**config.mk**
```make
export PLATFORM = sky130hd
export DESIGN_NAME = tcdm_pipe_resp
export DESIGN_NICKNAME = d
export VERILOG_FILES = /design/src/rtl/tcdm_pipe_resp.sv
export SDC_FILE = /design/constraint.sdc
export NUM_CORES = 1
export LEC_CHECK = 0
export BUFFER_PORTS_ARGS = -buffer_cell sky130_fd_sc_hd__buf_4
export CAP_MARGIN = 20
export CORE_UTILIZATION = 47
export DETAILED_ROUTE_END_ITERATION = 6
export GPL_TIMING_DRIVEN = 0
export PLACE_DENSITY = 0.77
export SLEW_MARGIN = 10
export SYNTH_ARGS = -nofsm -noshare
export SYNTH_HDL_FRONTEND = slang
export SYNTH_SLANG_ARGS = --single-unit
```
**constraint.sdc**
```tcl
create_clock -name clk -period 1.9 [get_ports clk]
set_clock_uncertainty 0.15 [all_clocks]
set_input_delay 0.19 -clock clk [delete_from_list [all_inputs] [get_ports clk]]
set_output_delay 0.19 -clock clk [all_outputs]
set_load 0.01 [all_outputs]
```
**src/rtl/tcdm_pipe_resp.sv**
```systemverilog
// tcdm_pipe_resp: response channel of one TCDM bank; merges SCM and (optionally pipelined) SRAM
// read returns into one r_valid/ID/rdata/opc stream and flags illegal same-cycle maturity.
module tcdm_pipe_resp #(
   parameter int MEM_WIDTH  = 11,
   parameter int ID_WIDTH   = 12,
   parameter int DATA_WIDTH = 32
) (
   input  logic                  clk,
   input  logic                  rst_n,
   input  logic                  data_req_i,
   input  logic                  data_gnt_i,
   input  logic [MEM_WIDTH-1:0]  data_add_i,
   input  logic                  data_wen_i,
   input  logic [ID_WIDTH-1:0]   data_ID_i,
   input  logic                  enable_pipe_req_i,
   input  logic                  enable_pipe_resp_i,
   input  logic [DATA_WIDTH-1:0] rdata_SCM_i,
   input  logic [DATA_WIDTH-1:0] rdata_SRAM_i,
   output logic                  data_r_valid_o,
   output logic [ID_WIDTH-1:0]   data_r_ID_o,
   output logic [DATA_WIDTH-1:0] data_r_rdata_o,
   output logic                  data_r_opc_o,
   output logic                  collision_o
);
   logic                  acc, to_scm, unused_add;
   logic                  scm_v_q, scm_wen_q;
   logic [ID_WIDTH-1:0]   scm_id_q;
   logic [2:0]            sv_q, swen_q, sresp_q;
   logic [ID_WIDTH-1:0]   sid_q [3];
   logic [1:0]            slat_q [3];
   logic [DATA_WIDTH-1:0] resp_q, last_rdata_q, sram_rd, scm_rd;
   logic [ID_WIDTH-1:0]   last_id_q;
   logic                  last_opc_q, collision_q, collision_d;
   logic [2:0]            mat, cap;
   logic [1:0]            sel;
   logic                  sram_mat, multi;

   assign acc        = data_req_i & data_gnt_i;
   assign to_scm     = data_add_i[MEM_WIDTH-1];
   assign unused_add = ^data_add_i[MEM_WIDTH-2:0];

   // Stage i holds SRAM tokens of age i+1; capture happens one cycle before maturity.
   always_comb begin
      for (int i = 0; i < 3; i++) begin
         mat[i] = sv_q[i] & (slat_q[i] == 2'(i + 1));
         cap[i] = sv_q[i] & sresp_q[i] & (slat_q[i] == 2'(i + 2));
      end
   end

   assign sel         = mat[0] ? 2'd0 : mat[1] ? 2'd1 : 2'd2;
   assign sram_mat    = |mat;
   assign multi       = (mat[0] & mat[1]) | (mat[0] & mat[2]) | (mat[1] & mat[2]);
   assign sram_rd     = swen_q[sel] ? (sresp_q[sel] ? resp_q : rdata_SRAM_i) : '0;
   assign scm_rd      = scm_wen_q ? rdata_SCM_i : '0;
   assign collision_d = collision_q | (sram_mat & scm_v_q) | multi;

   assign data_r_valid_o = sram_mat | scm_v_q;
   assign data_r_ID_o    = sram_mat ? sid_q[sel]  : scm_v_q ? scm_id_q  : last_id_q;
   assign data_r_opc_o   = sram_mat ? swen_q[sel] : scm_v_q ? scm_wen_q : last_opc_q;
   assign data_r_rdata_o = sram_mat ? sram_rd     : scm_v_q ? scm_rd    : last_rdata_q;
   assign collision_o    = collision_q;

   always_ff @(posedge clk or negedge rst_n) begin
      if (!rst_n) begin
         scm_v_q      <= 1'b0;
         scm_wen_q    <= 1'b0;
         scm_id_q     <= '0;
         sv_q         <= '0;
         swen_q       <= '0;
         sresp_q      <= '0;
         for (int i = 0; i < 3; i++) begin
            sid_q[i]  <= '0;
            slat_q[i] <= '0;
         end
         resp_q       <= '0;
         last_rdata_q <= '0;
         last_id_q    <= '0;
         last_opc_q   <= 1'b0;
         collision_q  <= 1'b0;
      end else begin
         scm_v_q      <= acc & to_scm;
         scm_wen_q    <= data_wen_i;
         scm_id_q     <= data_ID_i;
         sv_q         <= {sv_q[1] & ~mat[1], sv_q[0] & ~mat[0], acc & ~to_scm};
         swen_q       <= {swen_q[1:0], data_wen_i};
         sresp_q      <= {sresp_q[1:0], enable_pipe_resp_i};
         sid_q[0]     <= data_ID_i;
         sid_q[1]     <= sid_q[0];
         sid_q[2]     <= sid_q[1];
         slat_q[0]    <= 2'd1 + 2'(enable_pipe_req_i) + 2'(enable_pipe_resp_i);
         slat_q[1]    <= slat_q[0];
         slat_q[2]    <= slat_q[1];
         if (|cap) resp_q <= rdata_SRAM_i;
         last_rdata_q <= data_r_rdata_o;
         last_id_q    <= data_r_ID_o;
         last_opc_q   <= data_r_opc_o;
         collision_q  <= collision_d;
      end
   end
endmodule

```
==> metrics.csv, run 1 <==
metric;value;unit
Final Cycle Share;143;%
post-synthesis sequential area ratio;61.2;%
status;complete, but fails checks;
post-route cell area;0.00870;sq mm
main flop type after synthesis;dfrtp_1;
drt first pass iters;5;
P_int;6.75;mW
Fmax achieved;368;MHz
Port Buffer Count;130;
Sw Ratio;27.0;%
Syn Inst Count;424;
layout cells sized above 1;50.9;%
most frequent cells in the layout;buf_4, dfrtp_1, dlygate4sd3_1;
post-synth top area share;61.2;%
first-pass GRT wire length;26.0;mm
most common cell after layout, fill and taps aside;buf_4;
Final nets;785;
TritonCTS Buffers;17;
syn nets;519;
Peak VDD IR;0.000726;V
Root Buffer;clkbuf_16;
Final Hold Fails;0;
clock transition time at the flip-flop clock pins of the worst setup and hold paths;60;ps
clk_lat worst skew;420;ps
Die W;108;um
Iteration-0 DRC Markers;580;
vias in the first global route;5158;
clock buffer depth;2;
Mapped Area;0.00532;sq mm
Slew headroom;65.6;%
RSZ-0062 raised after global routing;yes;
Sw Pwr;2.49;mW
fraction of registers with async set/reset;100;%
maxcap violations;0;
Yosys reg bits;130;
ranking of synthesized cells by area;dfrtp_1, mux2_2, a22oi_1;
Mean Syn Cell Area;12.5;sq um
pin count of the biggest net entering global routing;93;
TNS Setup;-39590;ps
vias per cell;5.84;
CP required;1560;ps
Slew @ Worst Pin;516;ps
Pins Over Slew Limit;0;
Min Clock Period, post-route;2720;ps
Post-Route WL;18.2;mm
Synth warnings;0;
Initial Util;48.6;%
RePlAce Congestion;0.784;
DP Area;0.00650;sq mm
setup ws final;-816;ps
Die Ht;108;um
grt ovf;0;
final core utilization;79.5;%
routed vias;4921;
area leader, netlist;dfrtp_1;
hold depth;4;
failing checks;setup timing;
EDFF count, synth;0;
initial antenna violation count;0;
Final ANT Viol Nets;0;
ant diodes;0;
full die area;0.0117;sq mm
Seq pwr share;38.3;%
P_leak;4.12;nW
Cell Rows;38;
CP startpoint kind;flop;
core box area;0.0109;sq mm
Reg2Reg Depth;13;
combinational share of power;25.2;%
Detail Placement HPWL;8.87;mm
clock share of power;36.5;%
Avg WL per Cell;21.6;um
H-tree depth;4;
clk sinks;130;
worst path arrival time;2380;ps
P&R area growth vs syn;63.6;%
CP endpoint kind;output port;
crit path kind;flop to output port;
number of library cell types mapped by synthesis;37;
final setup vio count;85;
worst hold path class;input pin to flop;
worst-path fanout max;10;
Power Dens Cells;1060;mW/mm^2
# IOs;141;
CTS tree;yes;
DRC violations left;0;
GRT Util Overall;29.8;%
WHS;8.56;ps
==> sequential cells by signal, indices dropped and copies added (netlist names) <==
| register | count |
|---|---|
| collision_o | 1 |
| last_id_q | 12 |
| last_opc_q | 1 |
| last_rdata_q | 32 |
| resp_q | 32 |
| scm_v_q | 1 |
| sid_q | 36 |
| slat_q | 6 |
| sresp_q | 3 |
| sv_q | 3 |
| swen_q | 3 |
==> cells by family after synthesis <==
family	Yosys count	share of synthesized area, %
simple gates	122	12.4
mux	32	6.78
flops	130	61.2
compound gates	98	15.8
buf+inv	40	3.41
fa+ha+maj	2	0.424
==> critical path, stage by stage, from the launching register on <==
cell,delay (ps)
dfrtp_1,380
and3b_2,280
a211o_4,380
a221oi_4,280
buf_12,170
buf_12,130
a221o_1,190
buf_4,140
==> cell usage after synthesis (3+ instances only) <==
cell type / n
a221o_1: 16
buf_6: 3
and3_1: 16
nor2_1: 47
and3_2: 18
mux2_2: 32
clkbuf_1: 21
a22oi_1: 32
buf_2: 4
nand3_1: 5
nand2_1: 13
clkbuf_2: 3
inv_1: 6
or3_1: 12
dfrtp_1: 130
a221o_2: 16
o211ai_1: 12
a31oi_1: 13
==> metal layers <==
layer  share of wire (%)  track usage, %  routed length [um]  vias to the layer above
met5                   0               0                   0                        -
met4                 3.2            13.5                 591                        0
met3                 5.8            6.69                1060                       66
met2                  51            51.3                9250                      277
met1                  40            35.7                7300                     2461
li1                    -               -                   -                     2117
==> final timing paths <==
path,startpoint,to,slack [ps]
worst min register to register,sid_q[19]$_DFF_PN0_,sid_q[7]$_DFF_PN0_,230
worst max register to register,slat_q[4]$_DFF_PN0_,last_id_q[3]$_DFF_PN0_,-360
max in group asynchronous,rst_n,last_rdata_q[0]$_DFF_PN0_,730
worst min-delay path,rdata_SCM_i[18],last_rdata_q[18]$_DFF_PN0_,9
worst max-delay path,slat_q[4]$_DFF_PN0_,data_r_rdata_o[20],-820
min in group asynchronous,rst_n,last_rdata_q[13]$_DFF_PN0_,90
==> power by group through the flow <==
stage,Sequential (mW),Clock [mW],Combinational [mW]
final,3.54,3.37,2.33
after global routing,3.58,3.51,2.45
after CTS,3.48,3.33,2.06
after detailed placement,3.52,0,1.68
after global placement,3.48,0,1.63
after floorplan,3.45,0,0.981
==> metrics by stage <==
| step | setup WS [ps] | total power [mW] | cells |
|---|---|---|---|
| 6_report | -816 | 9.24 | 843 |
| 5_1_grt | -885 | 9.54 | 843 |
| 4_1_cts | -781 | 8.87 | 821 |
| 3_5_place_dp | -518 | 5.19 | 695 |
| 3_3_place_gp | -495 | 5.10 | 694 |
| 2_1_floorplan | -127 | 4.43 | 424 |
==> timing repair <==
action / in CTS / in global routing
buffers inserted: 43 / 23
gates resized for setup: 111 / 36
pin swaps: 33 / 21
setup endpoints to repair: 119 / 113
endpoints found under the hold margin: 210 / 0
gates cloned: 4 / 0
hold buffers: 57 / 0
==> area by class of cell <==
| cell class | count | area [sq um] |
|---|---|---|
| plain buffers | 32 | 304 |
| repair buffers | 248 | 2160 |
| clock buffers | 20 | 447 |
| flip-flops and latches | 130 | 3260 |
| clock inverters | 12 | 158 |
| well taps | 140 | 175 |
| inverters | 7 | 27.5 |
| multi-input cells | 254 | 2170 |
| fillers | 582 | 2240 |
(Power assumes the default switching activity.)
==> run 2: changes to the inputs <==
--- a/config.mk
+++ b/config.mk
@@ -7,10 +7,10 @@
 export LEC_CHECK = 0
 export BUFFER_PORTS_ARGS = -buffer_cell sky130_fd_sc_hd__buf_4
 export CAP_MARGIN = 20
-export CORE_UTILIZATION = 47
+export CORE_UTILIZATION = 40
 export DETAILED_ROUTE_END_ITERATION = 6
 export GPL_TIMING_DRIVEN = 0
-export PLACE_DENSITY = 0.77
+export PLACE_DENSITY = 0.68
 export SLEW_MARGIN = 10
 export SYNTH_ARGS = -nofsm -noshare
 export SYNTH_HDL_FRONTEND = slang
==> metrics.csv, run 2 (synthesis gave the netlist of run 1 again) <==
metric;value;unit;change
WHS Endpoint;last_rdata_q[11]$_DFF_PN0_;;was last_rdata_q[18]$_DFF_PN0_
setup ws final;-783;ps;was -816 ps
Detail Placement HPWL;8.83;mm;was 8.87 mm
Avg WL per Cell;16.8;um;was 21.6 um
Reg2Reg Depth;9;;was 13
Iteration-0 DRC Markers;319;;was 580
grt ovf;0;;unchanged
CTS tree;yes;;unchanged
reg2reg end;last_rdata_q[2]$_DFF_PN0_;;was last_id_q[3]$_DFF_PN0_
RePlAce Congestion;0.783;;was 0.784
DP Area;0.00654;sq mm;was 0.00650 sq mm
clock buffer depth;2;;unchanged
Power Dens Cells;1050;mW/mm^2;was 1060 mW/mm^2
most common cell after layout, fill and taps aside;buf_4;;unchanged
Peak VDD IR;0.000558;V;was 0.000726 V
pin count of the biggest net entering global routing;77;;was 93
TNS Setup;-34560;ps;was -39590 ps
Reg with most FFs;sid_q;;unchanged
area occupied by multi-input gates;0.00198;sq mm;was 0.00217 sq mm
post-route cell area;0.00825;sq mm;was 0.00870 sq mm
H-tree depth;4;;unchanged
final setup vio count;79;;was 85
CP required;1560;ps;about the same
full die area;0.0138;sq mm;was 0.0117 sq mm
Pins Over Slew Limit;0;;unchanged
DRC violations left;0;;unchanged
placed insts;727;;was 695
layout cells sized above 1;46.4;%;was 50.9%
P&R area growth vs syn;55.1;%;was 63.6%
vias in the first global route;4574;;was 5158
core box area;0.0128;sq mm;was 0.0109 sq mm
Cell Rows;41;;was 38
crit path kind;flop to output port;;unchanged
worst path arrival time;2340;ps;was 2380 ps
GRT Util Overall;21.6;%;was 29.8%
Root Buffer;clkbuf_16;;unchanged
drt first pass iters;4;;was 5
non-filler cells, final;858;;was 843
maxcap violations;0;;unchanged
Final ANT Viol Nets;0;;unchanged
ant diodes;0;;unchanged
routed vias;4449;;was 4921
Final Cycle Share;141;%;was 143%
initial antenna violation count;0;;unchanged
Final Hold Fails;0;;unchanged
Die W;117;um;was 108 um
TritonCTS Buffers;17;;unchanged
Die Ht;117;um;was 108 um
most frequent cells in the layout;buf_4, dfrtp_1, dlygate4sd3_1;;unchanged
worst-path fanout max;10;;unchanged
Post-Route WL;14.4;mm;was 18.2 mm
Fmax achieved;373;MHz;was 368 MHz
CP startpoint kind;flop;;unchanged
# IOs;141;;unchanged
Slew @ Worst Pin;511;ps;was 516 ps
hold path start;rdata_SCM_i[11];;was rdata_SCM_i[18]
Final nets;768;;was 785
max reg flops;36;;unchanged
Reg-to-Reg Start;slat_q[5]$_DFF_PN0_;;was slat_q[4]$_DFF_PN0_
worst hold path class;input pin to flop;;unchanged
vias per cell;5.19;;was 5.84
first-pass GRT wire length;22.3;mm;was 26.0 mm
clk sinks;130;;unchanged
dpl ws;-579;ps;was -518 ps
Initial Util;41.6;%;was 48.6%
P_leak;3.96;nW;was 4.12 nW
R2R setup slack;-320;ps;was -360 ps
Port Buffer Count;130;;unchanged
status;complete, but fails checks;;unchanged
clock transition time at the flip-flop clock pins of the worst setup and hold paths;60;ps;about the same
failing checks;setup timing;;unchanged
RSZ-0062 raised after global routing;yes;;unchanged
Fill cells;987;;was 582
Slew headroom;65.9;%;was 65.6%
hold depth;4;;unchanged
clk_lat worst skew;410;ps;was 420 ps
Min Clock Period, post-route;2680;ps;was 2720 ps
biggest regs;sid_q x36, last_rdata_q x32, resp_q x32;;unchanged
CP endpoint kind;output port;;unchanged
FF/Latch Area;0.00326;sq mm;unchanged
==> run 2: cell types whose count changed in the layout (fill, tap and decap cells not counted), moves of 5 or more <==
cell     delta
nor2_1     +12
a31oi_1     +8
buf_6      -22
buf_12      -5
buf_4       +5
nor2_2      -7
nor2_4      -5
==> run 2: worst max-delay path by stage <==
| stage | from | end | slack [ps] | cells after the start |
|---|---|---|---|---|
| 2_1_floorplan | sv_q[1]$_DFF_PN0_ | data_r_rdata_o[21] | -130 | 5 |
| 3_3_place_gp | slat_q[5]$_DFF_PN0_ | data_r_rdata_o[14] | -520 | 6 |
| 3_5_place_dp | slat_q[5]$_DFF_PN0_ | data_r_rdata_o[8] | -580 | 6 |
| 4_1_cts | slat_q[2]$_DFF_PN0_ | data_r_rdata_o[28] | -770 | 7 |
| 5_1_grt | slat_q[5]$_DFF_PN0_ | data_r_rdata_o[29] | -880 | 7 |
| 6_report | slat_q[5]$_DFF_PN0_ | data_r_rdata_o[2] | -780 | 7 |
==> run 2: area by class of cell <==
| class | instances | area share (%) |
|---|---|---|
| multi-input combinational | 254 | 24.0 |
| sequential | 130 | 39.5 |
| clock inverter | 12 | 1.49 |
| tap | 172 | 2.61 |
| timing repair buffer | 233 | 23.8 |
| inverter | 7 | 0.334 |
| buffer | 30 | 2.78 |
| clock buffer | 20 | 5.54 |
==> run 2: power by group <==
group	internal (mW)	leakage, nW	switching, mW
Combinational	1.22	2.10	0.803
Clock	1.90	0.286	1.24
Sequential	3.27	1.57	0.201
==> run 2: routing by layer <==
| metal | up-vias | routed length (um) | share of wire, % | global-route usage, % |
|---|---|---|---|---|
| met5 | - | 0 | 0 | 0 |
| met1 | 2229 | 6180 | 43 | 25.9 |
| met4 | 0 | 229 | 1.6 | 7.51 |
| li1 | 2078 | - | - | - |
| met2 | 121 | 7370 | 51 | 37.7 |
| met3 | 21 | 598 | 4.2 | 5.66 |
==> run 2: through the flow <==
step / hold WS [ps] / power [mW] / util (%)
finish: 12.0 / 8.63 / 64.6
global route: 4.98 / 9.08 / 64.6
CTS: 1.64 / 8.59 / 63.2
detailed placement: 38.5 / 5.18 / 51.2
global placement: 150 / 5.11 / 50.9
floorplan: -256 / 4.43 / -
==> run 2: what timing repair did <==
action                                 4_1_cts  5_1_grt
gates cloned                                 1        1
setup endpoints to repair                  119      114
pin swaps                                   17        8
gates resized for setup                     57       23
buffers inserted                            24       17
hold buffers                                61        0
endpoints found under the hold margin      133        0
==> run 2: worst max-delay path: stages (launching register included) <==
cell and delay [ps]:
dfrtp_1 390, and3b_2 260, a211o_4 370, a221oi_4 290, buf_6 160, buf_8 130
a221o_1 190, buf_4 140
